$ cat config.mk
export PLATFORM = sky130hd
export DESIGN_NAME = cdb_arbiter
export DESIGN_NICKNAME = d
export VERILOG_FILES = /design/src/rtl/tomasulo_pkg.sv /design/src/rtl/rr_arbiter.sv /design/src/rtl/cdb_arbiter.sv
export SDC_FILE = /design/constraint.sdc
export NUM_CORES = 1
export LEC_CHECK = 0
export BUFFER_PORTS_ARGS = -buffer_cell sky130_fd_sc_hd__buf_2
export CAP_MARGIN = 0
export CORE_MARGIN = 10
export CORE_UTILIZATION = 39
export CTS_CLUSTER_SIZE = 12
export DETAILED_ROUTE_END_ITERATION = 16
export PLACE_DENSITY_LB_ADDON = 0.08
export SLEW_MARGIN = 20
export SYNTH_ARGS = -nofsm -noshare
export SYNTH_HDL_FRONTEND = slang
export SYNTH_HIERARCHICAL = 1
export SYNTH_SLANG_ARGS = --single-unit
$ cat constraint.sdc
create_clock -name clk -period 2.2 [get_ports clk]
set_input_delay 0.11 -clock clk [delete_from_list [all_inputs] [get_ports clk]]
set_output_delay 0.11 -clock clk [all_outputs]
set_load 0.005 [all_outputs]
$ cat src/rtl/tomasulo_pkg.sv
// Shared Tomasulo core constants and the CDB broadcast record.
package tomasulo_pkg;

  localparam int unsigned TAG_W  = 4;
  localparam int unsigned DATA_W = 32;
  localparam int unsigned CNT_W  = 16;
  localparam int unsigned NUM_RS = 8;
  localparam int unsigned NUM_FU = 4;

  // Tag value meaning "no producer" in the register status table.
  localparam logic [TAG_W-1:0] NO_TAG = '0;

  typedef struct packed {
    logic              valid;
    logic [TAG_W-1:0]  tag;
    logic [DATA_W-1:0] data;
  } cdb_t;

endpackage

$ cat src/rtl/rr_arbiter.sv
// Combinational round-robin arbiter: first request at or after ptr wins, wrapping.
module rr_arbiter #(
  parameter int unsigned N = 4,
  localparam int unsigned IdxW = (N > 1) ? $clog2(N) : 1
) (
  input  logic [N-1:0]    req,
  input  logic            en,
  input  logic [IdxW-1:0] ptr,
  output logic [N-1:0]    grant,
  output logic [IdxW-1:0] grant_idx
);

  logic [N-1:0]   mask;
  logic [2*N-1:0] req_dbl;
  logic           found;

  always_comb begin
    mask = '0;
    for (int k = 0; k < N; k++) begin
      mask[k] = (k >= int'(ptr));
    end
  end

  // Low half holds requests at or above ptr, high half the wrapped-around set.
  assign req_dbl = {req, req & mask};

  always_comb begin
    grant     = '0;
    grant_idx = '0;
    found     = 1'b0;
    for (int j = 0; j < 2 * N; j++) begin
      if (!found && en && req_dbl[j]) begin
        found     = 1'b1;
        grant_idx = (j >= N) ? IdxW'(j - N) : IdxW'(j);
      end
    end
    if (found) begin
      grant[grant_idx] = 1'b1;
    end
  end

endmodule

$ cat src/rtl/cdb_arbiter.sv
// Common Data Bus arbiter: round-robin grant among functional units and a
// registered one-cycle broadcast of the winning tag/result.
module cdb_arbiter #(
  parameter int unsigned NUM_REQ = tomasulo_pkg::NUM_FU,
  parameter int unsigned TAG_W   = tomasulo_pkg::TAG_W,
  parameter int unsigned DATA_W  = tomasulo_pkg::DATA_W,
  parameter int unsigned CNT_W   = tomasulo_pkg::CNT_W,
  localparam int unsigned SRC_W  = $clog2(NUM_REQ)
) (
  input  logic                      clk,
  input  logic                      reset,
  input  logic [NUM_REQ-1:0]        req_valid,
  input  logic [NUM_REQ*TAG_W-1:0]  req_tag,
  input  logic [NUM_REQ*DATA_W-1:0] req_data,
  output logic [NUM_REQ-1:0]        req_ready,
  input  logic                      cdb_hold,
  output logic                      cdb_valid,
  output logic [TAG_W-1:0]          cdb_tag,
  output logic [DATA_W-1:0]         cdb_data,
  output logic [SRC_W-1:0]          cdb_src,
  output logic [CNT_W-1:0]          cdb_count
);

  logic [SRC_W-1:0]  ptr_q, ptr_d;
  logic              valid_q, valid_d;
  logic [TAG_W-1:0]  tag_q, tag_d;
  logic [DATA_W-1:0] data_q, data_d;
  logic [SRC_W-1:0]  src_q, src_d;
  logic [CNT_W-1:0]  count_q, count_d;

  logic              grant_en;
  logic [SRC_W-1:0]  grant_idx;
  logic              xfer;

  // Grants are suppressed while reset is held so no FU believes it transferred.
  assign grant_en = reset & ~cdb_hold;

  rr_arbiter #(
    .N(NUM_REQ)
  ) u_rr_arbiter (
    .req       (req_valid),
    .en        (grant_en),
    .ptr       (ptr_q),
    .grant     (req_ready),
    .grant_idx (grant_idx)
  );

  assign xfer = |req_ready;

  always_comb begin
    ptr_d   = ptr_q;
    valid_d = 1'b0;
    tag_d   = tag_q;
    data_d  = data_q;
    src_d   = src_q;
    count_d = count_q;
    if (xfer) begin
      valid_d = 1'b1;
      tag_d   = req_tag[grant_idx*TAG_W +: TAG_W];
      data_d  = req_data[grant_idx*DATA_W +: DATA_W];
      src_d   = grant_idx;
      count_d = count_q + CNT_W'(1);
      ptr_d   = (grant_idx == SRC_W'(NUM_REQ - 1)) ? '0 : grant_idx + SRC_W'(1);
    end
  end

  always_ff @(posedge clk or negedge reset) begin
    if (!reset) begin
      ptr_q   <= '0;
      valid_q <= 1'b0;
      tag_q   <= '0;
      data_q  <= '0;
      src_q   <= '0;
      count_q <= '0;
    end else begin
      ptr_q   <= ptr_d;
      valid_q <= valid_d;
      tag_q   <= tag_d;
      data_q  <= data_d;
      src_q   <= src_d;
      count_q <= count_d;
    end
  end

  assign cdb_valid = valid_q;
  assign cdb_tag   = tag_q;
  assign cdb_data  = data_q;
  assign cdb_src   = src_q;
  assign cdb_count = count_q;

endmodule

## Word level (Yosys, flattened, before mapping)

Index checks and enable logic that the tools add are counted.

- Output and inout port bits: 59
- Flip-flop bits (word level): 57
- Input port bits: 151

- Shift-type cells: 2
- $lt $le $gt $ge: 5
- Bitwise logic cells: 3
- Mux-type cells: 20
- Add/subtract/negate cells: 2
- Eq/ne operators: 1
- Reduce and logical (&&, ||, !) cells: 24

Operators with widths:

| operator | number |
|---|---|
| $shiftx A128 B8 Y32 | 1 |
| $add A16 B1 Y16 const B | 1 |
| $logic_and A1 B1 Y1 | 16 |
| $shiftx A16 B5 Y4 | 1 |
| $mux W2 | 7 |
| $mux W1 | 11 |
| $logic_not A1 Y1 | 7 |
| $and A4 B4 Y4 | 1 |
| $ge A1 B2 Y1 const A | 2 |
| $mux W4 | 1 |
| $reduce_or A4 Y1 | 1 |
| $lt A2 B3 Y1 const B | 1 |
| $add A2 B1 Y2 const B | 1 |
| $demux W1 S2 | 1 |
| $eq A2 B2 Y1 const B | 1 |
| $ge A2 B1 Y1 const B | 1 |
| $ge A2 B2 Y1 const A | 1 |
| $and A1 B1 Y1 | 1 |
| $not A1 Y1 | 1 |

## Longest topological paths before layout

- Depth in word-level cells: 39
- Gate-level depth with buffers: 10
- Gate-level depth less buffers: 10

## By module

Netlist, hierarchy kept.

By module, submodules not included:

| module | times used | sequential area each (um^2) | area an instance (um^2) | cells an instance |
|---|---|---|---|---|
| cdb_arbiter | 1 | 1426.4 | 3171.8 | 281 |
| rr_arbiter | 1 | 0.0 | 170.2 | 20 |

## Least setup slack after synthesis

No wires, ideal clock.

- Kind: flip-flop to flip-flop
- Start: reg ptr_q[0]
- End: reg count_q[14], in the netlist cdb_count[14]
- Setup slack: -0.043 ns
- Library setup time: 0.080 ns
- Path buffers: 1
- Cell stages (with the launch flop): 10
- Arrival: 2.163 ns
- Period minus slack after synthesis: 2.243 ns
- Cells stage by stage: dfrtp_1 > nand2b_4 > a211o_1 > a21boi_4 > a211oi_2 > nor4_4 > or3_1 > buf_6 > nor3_4 > xnor2_1

- Word-level cells in the longest chain between the ends: 38

Ends and longest elaborated chain:

| item | RTL line | source |
|---|---|---|
| start, declared | cdb_arbiter.sv:24 | `logic [SRC_W-1:0] ptr_q, ptr_d;` |
| start signal, assigned | cdb_arbiter.sv:76 | `ptr_q <= ptr_d;` |
| $ge A1 B2 Y1 | rr_arbiter.sv:20 | `mask[k] = (k >= int'(ptr));` |
| $and A4 B4 Y4 * | rr_arbiter.sv:25 | `assign req_dbl = {req, req & mask};` |
| $logic_and A1 B1 Y1 | rr_arbiter.sv:32 | `if (!found && en && req_dbl[j]) begin` |
| $mux W1 | rr_arbiter.sv:32 |  |
| $logic_not A1 Y1 | rr_arbiter.sv:32 |  |
| $logic_and A1 B1 Y1 (2 in series) | rr_arbiter.sv:32 |  |
| $mux W1 | rr_arbiter.sv:32 |  |
| $logic_not A1 Y1 | rr_arbiter.sv:32 |  |
| (+23 left out) | -- |  |
| net grant_idx[1] | cdb_arbiter.sv:32 | `logic [SRC_W-1:0] grant_idx;` |
| $lt A2 B3 Y1 (implied by the code) or $ge A2 B1 Y1 (tied branches) | rr_arbiter.sv:38 | `grant[grant_idx] = 1'b1;` |
| $logic_and A1 B1 Y1 (implied by the code) | rr_arbiter.sv:38 |  |
| $mux W1 (implied by the code) | rr_arbiter.sv:38 |  |
| $demux W1 S2 * | -- |  |
| $mux W4 * | rr_arbiter.sv:37 | `if (found) begin` |
| net req_ready[0] | cdb_arbiter.sv:15 | `output logic [NUM_REQ-1:0] req_ready,` |
| $reduce_or A4 Y1 * | cdb_arbiter.sv:48 | `assign xfer = \|req_ready;` |
| end signal, assigned | cdb_arbiter.sv:81 | `count_q <= count_d;` |
| end, declared | cdb_arbiter.sv:29 | `logic [CNT_W-1:0] count_q, count_d;` |

Mark *: on every way through the listed nets, which the timed path passes. The rest lies on a longest branch.
A chain may end at the register's enable or synchronous reset.

## Worst setup path in the final report

- Start: reg ptr_q[0]
- End: reg data_q[13], in the netlist cdb_data[13]

- Word-level cells in the longest chain between the ends: 38

Ends and longest elaborated chain:

| item | RTL line | source |
|---|---|---|
| $ge A1 B2 Y1 | rr_arbiter.sv:20 |  |
| $and A4 B4 Y4 * | rr_arbiter.sv:25 |  |
| $logic_and A1 B1 Y1 | rr_arbiter.sv:32 |  |
| $mux W1 | rr_arbiter.sv:32 |  |
| $logic_not A1 Y1 | rr_arbiter.sv:32 |  |
| $logic_and A1 B1 Y1 (2 in series) | rr_arbiter.sv:32 |  |
| $mux W1 | rr_arbiter.sv:32 |  |
| $logic_not A1 Y1 | rr_arbiter.sv:32 |  |
| (+22 left out) | -- |  |
| $mux W2 * | rr_arbiter.sv:32 |  |
| net grant_idx[0] | cdb_arbiter.sv:32 |  |
| $lt A2 B3 Y1 (implied by the code) or $ge A2 B1 Y1 (tied branches) | rr_arbiter.sv:38 |  |
| $logic_and A1 B1 Y1 (implied by the code) | rr_arbiter.sv:38 |  |
| $mux W1 (implied by the code) | rr_arbiter.sv:38 |  |
| $demux W1 S2 | -- |  |
| $mux W4 | rr_arbiter.sv:37 |  |
| $reduce_or A4 Y1 | cdb_arbiter.sv:48 |  |
| end signal, assigned | cdb_arbiter.sv:79 | `data_q <= data_d;` |
| end, declared | cdb_arbiter.sv:27 | `logic [DATA_W-1:0] data_q, data_d;` |

Marks and branches as above.

==> results.rst <==
.. list-table::
   :header-rows: 1

   * - Metric
     - Value
   * - Result of the run
     - finished with violations
   * - Violated checks
     - negative setup slack
   * - Post-layout worst setup margin
     - -0.00585 ns
   * - Data arrival at the endpoint of the critical path
     - 2.42 ns
   * - Overflow left after global routing
     - 0
   * - Number of antenna violations at the first check in global routing
     - 0
   * - Seq cells post-synth
     - 57
   * - Maximum operating frequency
     - 453 MHz
   * - Max Buffers Root-to-Sink
     - 2
   * - Type of origin of the critical path
     - flip-flop
   * - Crit end category
     - flip-flop
   * - Number of violations reported at the end of detailed-routing iteration 0
     - 77
   * - Leading cell type in the layout, fill and taps excluded
     - buf_2
   * - Area share of the largest cell type after synthesis
     - 42.7%
   * - Post-Synthesis Cell Area
     - 0.00334 mm2
   * - Yosys warning total
     - 6
   * - Area growth from synthesis to final layout
     - 54.7%
   * - Die width
     - 113 um
   * - Net count of the mapped netlist
     - 454
   * - Cell Pwr Density
     - 883 mW/mm2
   * - Commonest cells after routing, fill and taps aside
     - buf_2 (209), nand2_1 (105), dfrtp_1 (57), mux4_2 (36), nand2_2 (19)
   * - Mean Syn Cell Area
     - 11.1 um2
   * - Sink Count
     - 57
   * - WL/cell
     - 18.3 um
   * - Worst slew margin relative to its limit
     - 51.7%
   * - Mapped Cells
     - 301
   * - Maximum number of pins on one net before global-route repair
     - 58
   * - Detailed-route wire length
     - 11700 um
   * - Final HPWL DP
     - 9060 um
   * - RSZ-0062 raised after global routing
     - yes
   * - Worst vdd rail ir drop
     - 0.000367 V
   * - Worst min-delay path class
     - in2reg
   * - Post-layout nets
     - 684
   * - Final hold violations
     - 0
   * - Number of levels the H-tree was split into
     - 3
   * - Clock-pin slew on the worst setup and hold paths
     - 0.06 ns
   * - Area of the core region
     - 0.00826 mm2
   * - Final clock period utilization by the worst path
     - 100%
   * - Cell row count
     - 33
   * - Share of final-layout standard cells stronger than drive strength 1
     - 63.6%
   * - Top cell type by total area after synthesis
     - dfrtp_1
   * - Drt drc
     - 0
   * - Number of routed nets with antenna violations
     - 0
   * - Count of boundary I/O pins
     - 210
   * - Max-slew violations
     - 0
   * - Final antenna diode count
     - 0
   * - Sequential-to-total area share from yosys stat
     - 42.7%
   * - Clock buffer count from CTS
     - 9
   * - Total iterations of the first detailed-routing run
     - 4
   * - Vias per cell
     - 4.99
   * - Min Tclk post-route
     - 2.21 ns
   * - Overall die height
     - 113 um
   * - Category of the most critical setup path
     - reg2reg
   * - Total GRT Usage
     - 16.8%
   * - RePlAce Congestion
     - 0.832
   * - Insertion delay of the later-clocked pin in the worst-skew pair
     - 0.32 ns
   * - Area of placed instances
     - 0.00459 mm2
   * - Full die area
     - 0.0127 mm2
   * - Final-layout worst hold slack
     - 0.196 ns
   * - Vias
     - 3192
   * - Number of distinct library cells after synthesis
     - 38
   * - Clock root cell
     - clkbuf_8
   * - Number of violations of the max-capacitance limit
     - 0
   * - Starting utilization of the core area
     - 40.5%
   * - IO Port Bufs
     - 209
   * - First-pass GRT wire length
     - 17200 um
   * - CTS tree
     - yes
   * - Total non-filler cell area in the finished layout
     - 0.00517 mm2
   * - Crit-path max FO
     - 9
   * - Number of setup violations in the final report
     - 2
   * - Top post-synthesis cells by area
     - dfrtp_1 (43%), mux4_2 (24%), nand2_1 (14%)
   * - Transition at the pin with the smallest max-transition slack
     - 0.724 ns
   * - Total Neg Setup Slack
     - -0.00828 ns
   * - Static leakage
     - 0.00267 uW
   * - Required time of the critical path
     - 2.42 ns
   * - Clock skew
     - 0.00450 ns
   * - Via count of the first global-routing pass
     - 3443
## final timing paths
kind,from,cells after the start,slack (ns),to
hold reg to reg,cdb_data[17]$_DFFE_PN0P_,2,0.46,cdb_data[17]$_DFFE_PN0P_
min in group asynchronous,reset,3,0.51,cdb_count[12]$_DFFE_PN0P_
hold / removal,req_data[66],4,0.20,cdb_data[2]$_DFFE_PN0P_
setup reg to reg,ptr_q[0]$_DFFE_PN0P_,9,-0.006,cdb_data[13]$_DFFE_PN0P_
setup / recovery,ptr_q[0]$_DFFE_PN0P_,9,-0.006,cdb_data[13]$_DFFE_PN0P_
max in group asynchronous,reset,3,1.20,cdb_data[25]$_DFFE_PN0P_
## Yosys cell counts, drive strengths merged
cell	n
and2b	2
nand2b	1
nor2b	3
o21ai	1
nand4	3
and4	2
o21ba	1
ha	2
nor4	2
dfrtp	57
xor2	6
buf	16
a211o	1
or3	1
a211oi	1
clkbuf	2
o221a	1
nor3b	1
o31ai	2
nor2	6
nand2	128
inv	5
and2	1
and3	2
mux4	36
xnor2	9
nand3	4
nor3	2
a21boi	2
or2	1
## flip-flops by register name (all words and copies together), names as in the netlist
register   count
cdb_valid      1
cdb_tag        4
cdb_count     16
cdb_data      32
cdb_src        2
ptr_q          2
## power by group
group	switching (uW)	internal, uW	leakage, uW
Sequential	312	1430	0.000697
Combinational	900	1040	0.00187
Clock	395	489	0.0000980
Total	1610	2960	0.00267
## final cells by class
class	count	area [um2]
multi-input combinational	221	1970
sequential	57	1430
fill	712	3090
timing repair buffer	237	1450
tap	105	131
clock buffer	12	165
inverter	5	18.8
clock inverter	3	15.0
## worst max-delay path, cell delays in order, from the launching register on
cell       delay (ns)
dfrtp_1          0.37
a21boi_2         0.07
buf_4            0.14
o21ai_4          0.17
and4_4           0.25
or2_4            0.23
clkbuf_16        0.22
mux4_2           0.51
nand2_1          0.08
nand2_1          0.05
## routing by layer
metal	vias to the layer above	routed length [um]	global-route usage, %
met3	10	1290	8.52
met1	1533	4330	18.0
li1	1498	-	-
met5	-	0	0
met4	0	143	6.18
met2	151	5910	27.7
## cells by family after synthesis
family,synth area share [%]
compound gates,2.88
mux,24.3
buf+inv,3.86
xor+xnor,3.93
simple gates,21.6
fa+ha+maj,0.749
flops,42.7
## through the flow
step | setup WS, ns | util, % | power, uW | instances
6_report | -0.00585 | 62.6 | 4560 | 640
3_3_place_gp | -0.0289 | 55.5 | 3380 | 613
5_1_grt | -0.0977 | 62.6 | 4910 | 640
2_1_floorplan | 0.000143 | - | 2540 | 301
3_5_place_dp | -0.117 | 55.5 | 3420 | 613
4_1_cts | 0.00813 | 58.2 | 4340 | 629
## timing repair
item / 4_1_cts / 5_1_grt
cloned: 0 / 6
hold buffers: 1 / 0
resized for setup: 7 / 49
pin swaps: 8 / 45
setup endpoints to repair: 34 / 50
hold endpoints to repair: 55 / 0
buffers inserted: 0 / 6
No activity file was read; power rests on OpenSTA's default activity.
